===== src/rtl/lap_controller.sv =====
// ============================================================================
// lap_controller
// Stopwatch control sequencer: button edges -> counter enable/clear, lap
// capture into a small buffer, and live/stored time display mux.
// Revision: 1.0
// ============================================================================
`default_nettype none

module lap_controller #(
   parameter  int DEPTH = 4,
   localparam int IW    = $clog2(DEPTH),
   localparam int CW    = $clog2(DEPTH) + 1
) (
   input  logic          clk,
   input  logic          rst,
   input  logic          pause_btn,
   input  logic          record_btn,
   input  logic          view_btn,
   input  logic [5:0]    min_i,
   input  logic [5:0]    sec_i,
   input  logic [6:0]    ms_10_i,
   output logic          cnt_en,
   output logic          cnt_clr,
   output logic [5:0]    min_o,
   output logic [5:0]    sec_o,
   output logic [6:0]    ms_10_o,
   output logic          review,
   output logic [IW-1:0] lap_idx,
   output logic [CW-1:0] lap_count,
   output logic          full
);

   typedef enum logic [1:0] {
      IDLE   = 2'd0,
      RUN    = 2'd1,
      PAUSED = 2'd2,
      REVIEW = 2'd3
   } state_t;

   localparam logic [CW-1:0] FULL_COUNT = CW'(DEPTH);

   state_t        state;
   state_t        ret_state;
   logic          pause_prev;
   logic          record_prev;
   logic          view_prev;
   logic [18:0]   lap_mem [DEPTH];

   state_t        state_nxt;
   state_t        ret_nxt;
   logic [IW-1:0] idx_nxt;
   logic [CW-1:0] count_nxt;
   logic          clr_nxt;
   logic          lap_wr;
   logic          act_pause;
   logic          act_record;
   logic          act_view;
   logic          have_laps;
   logic [18:0]   disp_nxt;
   logic [18:0]   live_time;

   // Only the highest-priority edge in a cycle is acted on; the rest are lost.
   assign act_pause  = pause_btn & ~pause_prev;
   assign act_record = record_btn & ~record_prev & ~act_pause;
   assign act_view   = view_btn & ~view_prev & ~act_pause & ~(record_btn & ~record_prev);
   assign have_laps  = (lap_count != '0);
   assign live_time  = {min_i, sec_i, ms_10_i};

   always_comb begin
      state_nxt = state;
      ret_nxt   = ret_state;
      idx_nxt   = lap_idx;
      count_nxt = lap_count;
      clr_nxt   = 1'b0;
      lap_wr    = 1'b0;
      case (state)
         IDLE: begin
            if (act_pause) begin
               state_nxt = RUN;
            end else if (act_view && have_laps) begin
               state_nxt = REVIEW;
               ret_nxt   = IDLE;
               idx_nxt   = '0;
            end
         end
         RUN: begin
            if (act_pause) begin
               state_nxt = PAUSED;
            end else if (act_record && (lap_count != FULL_COUNT)) begin
               lap_wr    = 1'b1;
               count_nxt = lap_count + 1'b1;
            end
         end
         PAUSED: begin
            if (act_pause) begin
               state_nxt = RUN;
            end else if (act_record) begin
               clr_nxt   = 1'b1;
               count_nxt = '0;
               state_nxt = IDLE;
            end else if (act_view && have_laps) begin
               state_nxt = REVIEW;
               ret_nxt   = PAUSED;
               idx_nxt   = '0;
            end
         end
         REVIEW: begin
            if (act_pause || act_view) begin
               state_nxt = ret_state;
            end else if (act_record) begin
               idx_nxt = ({1'b0, lap_idx} == (lap_count - 1'b1)) ? '0 : lap_idx + 1'b1;
            end
         end
         default: state_nxt = IDLE;
      endcase
   end

   // The display follows the next state so review entry shows lap 0 immediately.
   assign disp_nxt = (state_nxt == REVIEW) ? lap_mem[idx_nxt] : live_time;

   always_ff @(posedge clk) begin
      if (lap_wr) begin
         lap_mem[lap_count[IW-1:0]] <= live_time;
      end
   end

   always_ff @(posedge clk) begin
      if (rst) begin
         state       <= IDLE;
         ret_state   <= IDLE;
         pause_prev  <= 1'b1;
         record_prev <= 1'b1;
         view_prev   <= 1'b1;
         cnt_en      <= 1'b0;
         cnt_clr     <= 1'b1;
         min_o       <= '0;
         sec_o       <= '0;
         ms_10_o     <= '0;
         review      <= 1'b0;
         lap_idx     <= '0;
         lap_count   <= '0;
         full        <= 1'b0;
      end else begin
         state       <= state_nxt;
         ret_state   <= ret_nxt;
         pause_prev  <= pause_btn;
         record_prev <= record_btn;
         view_prev   <= view_btn;
         cnt_en      <= (state_nxt == RUN);
         cnt_clr     <= clr_nxt;
         {min_o, sec_o, ms_10_o} <= disp_nxt;
         review      <= (state_nxt == REVIEW);
         lap_idx     <= idx_nxt;
         lap_count   <= count_nxt;
         full        <= (count_nxt == FULL_COUNT);
      end
   end

endmodule

`default_nettype wire


===== config.mk =====
export PLATFORM = sky130hd
export DESIGN_NAME = lap_controller
export DESIGN_NICKNAME = d
export VERILOG_FILES = /design/src/rtl/lap_controller.sv
export SDC_FILE = /design/constraint.sdc
export NUM_CORES = 1
export LEC_CHECK = 0
export ABC_AREA = 1
export CAP_MARGIN = 5
export CELL_PAD_IN_SITES_DETAIL_PLACEMENT = 1
export CELL_PAD_IN_SITES_GLOBAL_PLACEMENT = 1
export CORE_MARGIN = 2
export CORE_UTILIZATION = 25
export CTS_BUF_LIST = sky130_fd_sc_hd__clkbuf_4 sky130_fd_sc_hd__clkbuf_8
export DETAILED_ROUTE_END_ITERATION = 10
export PLACE_DENSITY = 0.61
export SLEW_MARGIN = 5
export SYNTH_ARGS = -nofsm -noshare
export SYNTH_HDL_FRONTEND = slang
export SYNTH_SLANG_ARGS = --single-unit

===== constraint.sdc =====
create_clock -name clk -period 2.2 [get_ports clk]
set_clock_uncertainty 0.05 [all_clocks]
set_input_delay 0.44 -clock clk [delete_from_list [all_inputs] [get_ports clk]]
set_output_delay 0.44 -clock clk [all_outputs]
set_load 0.01 [all_outputs]

==> summary.md, run 1 <==
| Metric | Value |
|---|---|
| Yosys warns | `0` |
| Delay contributed by the slowest stage of the critical path | `between 0.6 and 0.7 ns` |
| Port bufs | `51` |
| Clock buffers created by TritonCTS | `9` |
| Register share of total power | `58.9%` |
| Cell family with most CP delay | `buffers and inverters` |
| Standard-cell rows | `51` |
| Fraction of final layout cells with drive strength greater than 1 | `11.0%` |
| Mean Syn Cell Area | `9.20 µm²` |
| Crit end category | `output pin` |
| Sink Count | `110` |
| Layout overhead on the synthesized area | `25.9%` |
| Placer congestion estimate | `0.733` |
| Half-perimeter wire length after placement | `approximately 8.2 mm` |
| Max-cap violations | `0` |
| Worst path slowest cell | `clkdlybuf4s50_1` |
| Total setup violations reported at the end of the flow | `0` |
| Critical setup path kind | `flip-flop to output pin` |
| Part of the total power dissipated in the clock network | `between 30 and 40%` |
| Starting density of the core | `between 20% and 30%` |
| # IOs | `52` |
| Post CTS Setup Buffer Count | `0` |
| Largest net degree at the start of global routing | `40` |
| Drt wl/cell | `14.8 µm` |
| Setup WS pre-CTS | `-0.277 ns` |
| Cell at the root of the clock tree | `clkbuf_8` |
| Area of the core region | `slightly below 20000 µm²` |
| Net Sw Frac | `25.3%` |
| Path category of the worst min-delay check | `flip-flop to flip-flop` |
| Initial drt markers | `209` |
| Overall die width | `144 µm` |
| Period Utilization, post-route | `92.1%` |
| Clock transition at the registers of the reported paths | `0.10 ns` |
| Status | `complete, no violations` |
| Hold bufs inserted after CTS | `0` |
| TritonCTS clock tree | `built` |
| Leakage component of the power | `2.64 nW` |
| Grt ovf | `0` |
| Die outline area | `20700 µm²` |
| Pre-antenna DRT Iters | `5` |
| Setup slack after layout | `0.173 ns` |
| Antenna cells | `0` |
| Post-synthesis instance area | `between 4000 and 5000 µm²` |
| Placed cell areas | `5900 µm²` |
| Total vias in the final route | `3678` |
| Measured slew at the worst slew-check pin | `0.350 ns` |
| Design internal power | `2.88 mW` |
| NetSw | `slightly below 1 mW` |
| Final design instance area without fill | `6150 µm²` |
| Post-synth net total | `between 500 and 600` |
| Total Wirelength | `around 13 mm` |
| Worst slew margin relative to its limit | `76.6%` |
| Part of the Yosys area used for sequential elements | `60.7%` |
| Share of total power in combinational logic | `a little over a tenth` |
| Cells traversed along the worst timing path | `clkdlybuf4s50_1` |
| Nature of the critical path startpoint | `flip-flop` |
| Hold slack | `about 0.44 ns` |
| Post-CTS resize count | `0` |
| Number of nets still failing antenna checks after routing | `0` |
| Hold Violations, Final | `0` |
| Buf/Inv on CP | `1` |
| Via density | `approximately 4.3` |
| Maximum clock insertion buffer count | `2` |
| H-tree depth reported by CTS | `3` |
| Final-report max-slew violation count | `0` |
| Worst VDD drop | `0.000296 V` |
| Post-Synthesis Cells | `roughly 530` |
| Tot GR Track Use | `12.9%` |
| First-pass GRT wire length | `20.3 mm` |
| Highest net fanout along the worst path | `7` |
| Seq cells post-synth | `110` |
| Vert. Die Dim | `144 µm` |
| Arrival time of data at the critical path endpoint | `1.54 ns` |
| Clock latency on the worst-skew pair | `0.39 ns` |
| DRC violations left | `0` |
| Post-layout nets | `627` |
| Initial antenna violation count | `0` |
| Final worst path period need | `2.03 ns` |
| FMAX | `~500 MHz` |
| Via count of the first global-routing pass | `3994` |
| Required arrival time at the worst endpoint | `roughly 1.7 ns` |
| Total power density per cell area | `~630 nW/µm²` |
| Total Power | `3.85 mW` |
| Final Core Density | `31.8%` |
| Number of distinct library cells after synthesis | `27` |
power groups by stage:
stage          combinational, mW  clock, mW  sequential [mW]
2_1_floorplan              0.182          0             2.33
3_3_place_gp               0.418          0             2.32
3_5_place_dp               0.425          0             2.32
4_1_cts                    0.428       1.21             2.27
5_1_grt                    0.473       1.30             2.28
6_report                   0.425       1.16             2.27
sequential cells by signal, summed over array words and instances, names as in the netlist, 2 cells and up:
| signal | flops |
|---|---|
| lap_count | 3 |
| lap_mem | 76 |
| lap_idx | 2 |
| state | 2 |
| ms_10_o | 7 |
| sec_o | 6 |
| min_o | 6 |
layout by cell type, fill, tap and decap left out, types with 2 or more instances in the layout:
cell | synthesis | routed
nand4_1 | 3 | 3
inv_6 | 0 | 2
dfxtp_1 | 34 | 32
buf_4 | 8 | 12
dfxtp_2 | 0 | 2
buf_12 | 0 | 10
o21ai_1 | 2 | 2
inv_1 | 99 | 97
edfxtp_1 | 76 | 76
nor2_2 | 1 | 6
or2_2 | 2 | 2
nand3_1 | 83 | 83
clkdlybuf4s50_1 | 0 | 51
a21oi_1 | 24 | 24
nand2_2 | 4 | 4
ha_1 | 9 | 8
nor2_1 | 18 | 13
nand2_4 | 0 | 2
inv_2 | 5 | 7
o21ai_0 | 3 | 3
nand2_1 | 137 | 135
clkbuf_8 | 0 | 9
routing by layer:
metal	global-route usage [%]	wire, µm
met5	0	0
met4	4.18	178
met3	2.67	352
met2	23.1	6400
met1	15.6	5840
synthesized netlist by cell type, drive strengths merged:
library cell,instances,area [µm²]
nand2,141,539
inv,104,390
nand3,85,435
edfxtp,76,2280
dfxtp,34,681
a21oi,25,129
nor2,19,73.8
buf,13,91.3
clkbuf,9,33.8
ha,9,113
o21ai,5,25.0
nand4,4,40.0
or2,2,12.5
nor3,1,5.00
o22ai,1,6.26
o32ai,1,8.76
xnor2,1,8.76
xor2,1,8.76
worst paths after layout:
path	from	slack, ns	depth (start not counted)	end
min	ret_state[1]	0.44	2	ret_state[1]
min reg2reg	ret_state[1]	0.44	2	ret_state[1]
max reg2reg	state[1]	0.19	13	sec_o[0]
max	lap_idx[0]	0.17	1	lap_idx[0]
per-stage QoR:
stage	setup TNS, ns	instances
6_report	0	864
3_5_place_dp	-25.41	847
2_1_floorplan	-16.57	531
5_1_grt	-0.0118	864
3_3_place_gp	-18.79	847
4_1_cts	0	863
cell families after synthesis:
group | count (synthesis) | share of synthesized area [%]
AO/OA/AOI/OAI | 32 | 3.46
XOR/XNOR | 2 | 0.359
adder cells (fa/ha/maj) | 9 | 2.31
buffers and inverters | 126 | 10.6
flip-flops | 110 | 60.7
AND/OR/NAND/NOR | 252 | 22.6
area by class of cell:
class / count / area [µm²]
Clock buffer: 10 / 131
Sequential cell: 110 / 2970
Clock inverter: 6 / 45.0
Multi-Input combinational cell: 295 / 1460
Inverter: 104 / 390
Timing Repair Buffer: 74 / 826
Fill cell: 2229 / 13200
Tap cell: 265 / 332
Note: power is estimated with default switching activity, not from simulation.
==> run 2, diff against run 1 <==
Settings changed: CTS_BUF_LIST sky130_fd_sc_hd__clkbuf_4 sky130_fd_sc_hd__clkbuf_8 to not set.
==> summary.md, run 2 (synthesized netlist as in run 1, its figures left out) <==
| Metric | Value |
|---|---|
| Arrival time of data at the critical path endpoint | `2.02 ns (+0.48 ns)` |
| Fraction of final layout cells with drive strength greater than 1 | `11.2% (+0.17 points)` |
| Clock latency on the worst-skew pair | `0.35 ns (-0.04 ns)` |
| Post-layout nets | `627 (unchanged)` |
| Largest net degree at the start of global routing | `40 (unchanged)` |
| Final-report max-slew violation count | `0 (unchanged)` |
| Cell Count Post-Placement | `847 (unchanged)` |
| Commonest non-fill, non-tap cells in the layout | `nand2_1 (135), inv_1 (96), nand3_1 (82), edfxtp_1 (76), clkdlybuf4s50_1 (50)` |
| Setup WS pre-CTS | `-0.277 ns (unchanged)` |
| Initial drt markers | `203 (-2.9%)` |
| Placed cell areas | `5900 µm² (unchanged)` |
| Vert. Die Dim | `144 µm (unchanged)` |
| Nature of the critical path startpoint | `input pin` |
| TritonCTS clock tree | `built` |
| Routed length on met3 | `289 µm (-18%)` |
| Die outline area | `20700 µm² (unchanged)` |
| Status | `complete, no violations` |
| Period Utilization, post-route | `91.4% (-0.69 points)` |
| Placer congestion estimate | `0.733 (unchanged)` |
| Hold slack | `0.431 ns (-0.00417 ns)` |
| Via density | `4.26 (unchanged)` |
| Length of routed met2 wiring | `6.49 mm (+1.3%)` |
| Total setup violations reported at the end of the flow | `0 (unchanged)` |
| Cell Count, Final, Fillers Out | `864 (unchanged)` |
| Topmost layer with routed signal wires | `met4` |
| Starting density of the core | `25.3% (unchanged)` |
| Tot GR Track Use | `12.9% (about the same)` |
| Final design instance area without fill | `6260 µm² (+1.9%)` |
| Clock buffers created by TritonCTS | `9 (unchanged)` |
| Max-cap violations | `0 (unchanged)` |
| Critical setup path kind | `input pin to flip-flop` |
| # fillers | `2211 (-0.81%)` |
| Total Wirelength | `12.9 mm (+0.61%)` |
| Number of nets still failing antenna checks after routing | `0 (unchanged)` |
| Grt ovf | `0 (unchanged)` |
| # IOs | `52 (unchanged)` |
| Antenna cells | `0 (unchanged)` |
| Area of the core region | `19300 µm² (unchanged)` |
| Worst slew margin relative to its limit | `76.5% (-0.11 points)` |
| Cell at the root of the clock tree | `clkbuf_16` |
| Final worst path period need | `2.01 ns (-0.0152 ns)` |
| Worst VDD drop | `0.000374 V (+27%)` |
| Via count of the first global-routing pass | `3977 (-0.43%)` |
| Port bufs | `51 (unchanged)` |
| Measured slew at the worst slew-check pin | `0.352 ns (+0.00165 ns)` |
| Standard-cell rows | `51 (unchanged)` |
| Overall die width | `144 µm (unchanged)` |
| Total vias in the final route | `3678 (unchanged)` |
| Hold Violations, Final | `0 (unchanged)` |
| Pre-antenna DRT Iters | `4 (-1)` |
| Setup slack after layout | `0.188 ns (+0.0152 ns)` |
| Slack of the worst reg-to-reg path | `0.19 ns (about the same)` |
| H-tree depth reported by CTS | `3 (unchanged)` |
| Commonest non-fill, non-tap cell in the layout | `nand2_1` |
| Length of routed wiring on met1 | `5.83 mm (-0.22%)` |
| Drt wl/cell | `14.9 µm (+0.61%)` |
| Leakage component of the power | `2.69 nW (+2.1%)` |
| Crit end category | `flip-flop` |
| First-pass GRT wire length | `20.3 mm (about the same)` |
| FMAX | `497 MHz (+0.76%)` |
| Clock transition at the registers of the reported paths | `0.07 ns (-0.03 ns)` |
| Initial antenna violation count | `0 (unchanged)` |
| Path category of the worst min-delay check | `flip-flop to flip-flop` |
| Hold bufs inserted after CTS | `0 (unchanged)` |
| Required arrival time at the worst endpoint | `2.21 ns (+0.50 ns)` |
| Total power density per cell area | `678 nW/µm² (+8.2%)` |
| DRC violations left | `0 (unchanged)` |
| Sink Count | `110 (unchanged)` |
| Half-perimeter wire length after placement | `8.15 mm (unchanged)` |
| Max FFs per register | `76 (unchanged)` |
| Final Core Density | `32.4% (+0.59 points)` |
| Highest net fanout along the worst path | `19 (+12)` |
| Maximum clock insertion buffer count | `2 (unchanged)` |
| Layout overhead on the synthesized area | `28.3%` |
==> run 2: layout make-up <==
| cell class | count | area [µm²] | share of cell area, % |
|---|---|---|---|
| clock inverter | 6 | 45.0 | 0.719 |
| tap | 265 | 332 | 5.29 |
| timing repair buffer | 74 | 832 | 13.3 |
| clock buffer | 10 | 229 | 3.66 |
| inverter | 104 | 390 | 6.23 |
| multi-input combinational | 295 | 1470 | 23.5 |
| sequential | 110 | 2970 | 47.3 |
==> run 2: worst paths after layout <==
| check | from | to | cells after the start |
|---|---|---|---|
| max | record_btn | lap_mem[3][9] | 8 |
| min | ret_state[1] | ret_state[1] | 2 |
| max reg2reg | state[1] | sec_o[3] | 13 |
| min reg2reg | ret_state[1] | ret_state[1] | 2 |
==> run 2: layer usage <==
metal | vias up | GRT usage, %
met1 | 1801 | 15.7
met4 | 0 | 5.42
met5 | - | 0
li1 | 1817 | -
met3 | 15 | 1.87
met2 | 45 | 22.9
==> run 2: metrics by stage <==
step	TNS, ns	total power, mW
after floorplan	-16.57	2.51
after global placement	-18.79	2.73
after detailed placement	-25.41	2.74
after CTS	0	4.31
after global routing	-0.00862	4.43
final	0	4.25
==> run 2: worst max-delay path: stages <==
cell,delay [ns]
clkdlybuf4s50_1,0.49
nand2_2,0.12
a21oi_4,0.19
o21ai_0,0.14
inv_1,0.07
nand2_1,0.17
nor2_2,0.19
buf_12,0.20
==> run 2: timing repair <==
action / CTS / global route
gates resized for setup: 0 / 17
setup buffers: 0 / 0
setup endpoints to repair: 0 / 96
==> run 2: where the power goes <==
| group | internal [mW] | leakage [nW] | switching, mW |
|---|---|---|---|
| combinational | 0.191 | 1.60 | 0.235 |
| clock | 0.780 | 0.133 | 0.773 |
| sequential | 2.25 | 0.965 | 0.0193 |
==> run 3, diff against run 2 <==
Settings changed: CORE_MARGIN 2 to 4.
==> summary.md, run 3 (synthesized netlist as in run 1, its figures left out) <==
| Metric | Value |
|---|---|
| Status | `complete, no violations` |
| Die outline area | `21800 µm² (+5.6%)` |
| Worst VDD drop | `0.000390 V (+4.1%)` |
| Worst slew margin relative to its limit | `77.6% (+1.1 points)` |
| Hold Violations, Final | `0 (unchanged)` |
| Layout overhead on the synthesized area | `31.0%` |
| Register share of total power | `52.6% (-0.8 points)` |
| Starting density of the core | `25.8% (+0.51 points)` |
| Total Wirelength | `13.7 mm (+6.7%)` |
| Share of total power in combinational logic | `10.4% (+0.4 points)` |
| Fraction of final layout cells with drive strength greater than 1 | `12.2% (+1.0 points)` |
| FMAX | `479 MHz (-3.6%)` |
| Area of the core region | `19000 µm² (-2.0%)` |
| Total setup violations reported at the end of the flow | `0 (unchanged)` |
| Port bufs | `51 (unchanged)` |
| Leakage component of the power | `2.76 nW (+2.5%)` |
| Via density | `4.34 (+1.9%)` |
| Vert. Die Dim | `148 µm (+2.8%)` |
| Sink Count | `110 (unchanged)` |
| Placer congestion estimate | `0.772 (+5.2%)` |
| Setup repair after global routing missed its margin | `true` |
| Critical setup path kind | `input pin to flip-flop` |
| Total power density per cell area | `675 nW/µm² (-0.50%)` |
| Tot GR Track Use | `12.2% (-0.73 points)` |
| DRC violations left | `0 (unchanged)` |
| Clock transition at the registers of the reported paths | `0.07 ns (about the same)` |
| First-pass GRT wire length | `20.7 mm (+2.2%)` |
| Clock latency on the worst-skew pair | `0.35 ns (about the same)` |
| # IOs | `52 (unchanged)` |
| Commonest non-fill, non-tap cells in the layout | `nand2_1 (135), inv_1 (96), nand3_1 (82), edfxtp_1 (76), clkdlybuf4s50_1 (51)` |
| Part of the total power dissipated in the clock network | `37.0% (+0.5 points)` |
| Grt ovf | `0 (unchanged)` |
| TritonCTS clock tree | `built` |
| Total vias in the final route | `3753 (+2.0%)` |
| Commonest non-fill, non-tap cell in the layout | `nand2_1` |
| Standard-cell rows | `50 (-2.0%)` |
| H-tree depth reported by CTS | `3 (unchanged)` |
| Required arrival time at the worst endpoint | `2.21 ns (about the same)` |
| Initial drt markers | `134 (-34%)` |
| Measured slew at the worst slew-check pin | `0.335 ns (-0.0168 ns)` |
| NetSw | `0.993 mW (-3.3%)` |
| Net Sw Frac | `23.0% (-1.2 points)` |
| Path category of the worst min-delay check | `flip-flop to flip-flop` |
| Final worst path period need | `2.09 ns (+0.0761 ns)` |
| Drt wl/cell | `15.9 µm (+6.6%)` |
| Final-report max-slew violation count | `0 (unchanged)` |
| Area taken by flip-flops and latches | `2960 µm² (about the same)` |
| Highest net fanout along the worst path | `19 (unchanged)` |
| Via count of the first global-routing pass | `3970 (-0.18%)` |
| Total Power | `4.32 mW (+1.6%)` |
| Largest net degree at the start of global routing | `40 (unchanged)` |
| Antenna cells | `0 (unchanged)` |
| Pre-antenna DRT Iters | `4 (unchanged)` |
| Maximum clock insertion buffer count | `2 (unchanged)` |
| Max FFs per register | `76 (unchanged)` |
| Max-cap violations | `0 (unchanged)` |
| Number of nets still failing antenna checks after routing | `0 (unchanged)` |
| Half-perimeter wire length after placement | `8.13 mm (-0.22%)` |
| Crit end category | `flip-flop` |
| Cell at the root of the clock tree | `clkbuf_16` |
| Design internal power | `3.33 mW (+3.2%)` |
| # fillers | `2197 (-0.63%)` |
| Multi-input combinational cell area | `1500 µm² (+1.8%)` |
| Post-layout nets | `633 (+0.96%)` |
| Nature of the critical path startpoint | `input pin` |
| Initial antenna violation count | `0 (unchanged)` |
| Clock buffers created by TritonCTS | `9 (unchanged)` |
| Slack of the worst reg-to-reg path | `0.16 ns (-0.03 ns)` |
| Period Utilization, post-route | `94.9% (+3.5 points)` |
| Arrival time of data at the critical path endpoint | `2.10 ns (+0.08 ns)` |
| Overall die width | `148 µm (+2.8%)` |
| Sum of negative setup slack | `0 ns (unchanged)` |
==> run 3: cell count changes in the layout (fill, tap and decap cells not counted), moves of 2 or more <==
cell       change
clkbuf_16      +3
buf_4          +2
clkinv_2       +2
ha_1           -2
ha_2           +2
inv_6          -2
==> run 3: stage by stage <==
step	cells	setup slack (ns)	area, µm²	utilization (%)	hold WS (ns)
after floorplan	531	-0.218	4880	-	0.400
after detailed placement	844	-0.297	5920	31.2	0.429
after global placement	844	-0.267	5920	31.2	0.418
after global routing	865	-0.0292	6400	33.7	0.487
after CTS	860	0.0619	6200	32.7	0.439
final	865	0.112	6400	33.7	0.433
==> run 3: area by class of cell <==
class                      instances  area share [%]
clock buffer                      10            3.58
clock inverter                     6           0.821
sequential                       110            46.3
timing repair buffer              80            14.7
multi-input combinational        295            23.4
tap                              260            5.09
inverter                         104            6.10
==> run 3: per-layer routing <==
metal | vias up | part of all wire, % | GRT usage [%]
li1 | 1831 | - | -
met2 | 68 | 50 | 20.9
met1 | 1833 | 44 | 15.0
met3 | 21 | 4.4 | 3.86
met4 | 0 | 1.6 | 3.22
met5 | - | 0 | 0
==> run 3: timing repair <==
| action | 4_1_cts | 5_1_grt |
|---|---|---|
| resized for setup | 0 | 19 |
| buffers inserted | 0 | 0 |
| endpoints found under the setup margin | 0 | 95 |
| hold buffers | 0 | 0 |
==> run 3: worst paths after layout <==
check | from | to | cells after the start
max | record_btn | lap_mem[2][5] | 8
min | ret_state[1] | ret_state[1] | 2
max reg2reg | lap_count[1] | ms_10_o[0] | 16
min reg2reg | ret_state[1] | ret_state[1] | 2
==> run 3: power by group through the flow <==
stage	Clock [mW]	Sequential (mW)	Combinational (mW)
6_report	1.60	2.27	0.451
4_1_cts	1.66	2.27	0.439
2_1_floorplan	0	2.33	0.182
3_3_place_gp	0	2.32	0.426
5_1_grt	1.75	2.27	0.502
3_5_place_dp	0	2.32	0.437
==> run 3: worst max-delay path, cell delays in order <==
cell,delay [ns]
clkdlybuf4s50_1,0.49
nand2_2,0.11
a21oi_2,0.24
o21ai_0,0.17
inv_1,0.08
nand2_1,0.16
nor2_2,0.19
buf_12,0.20
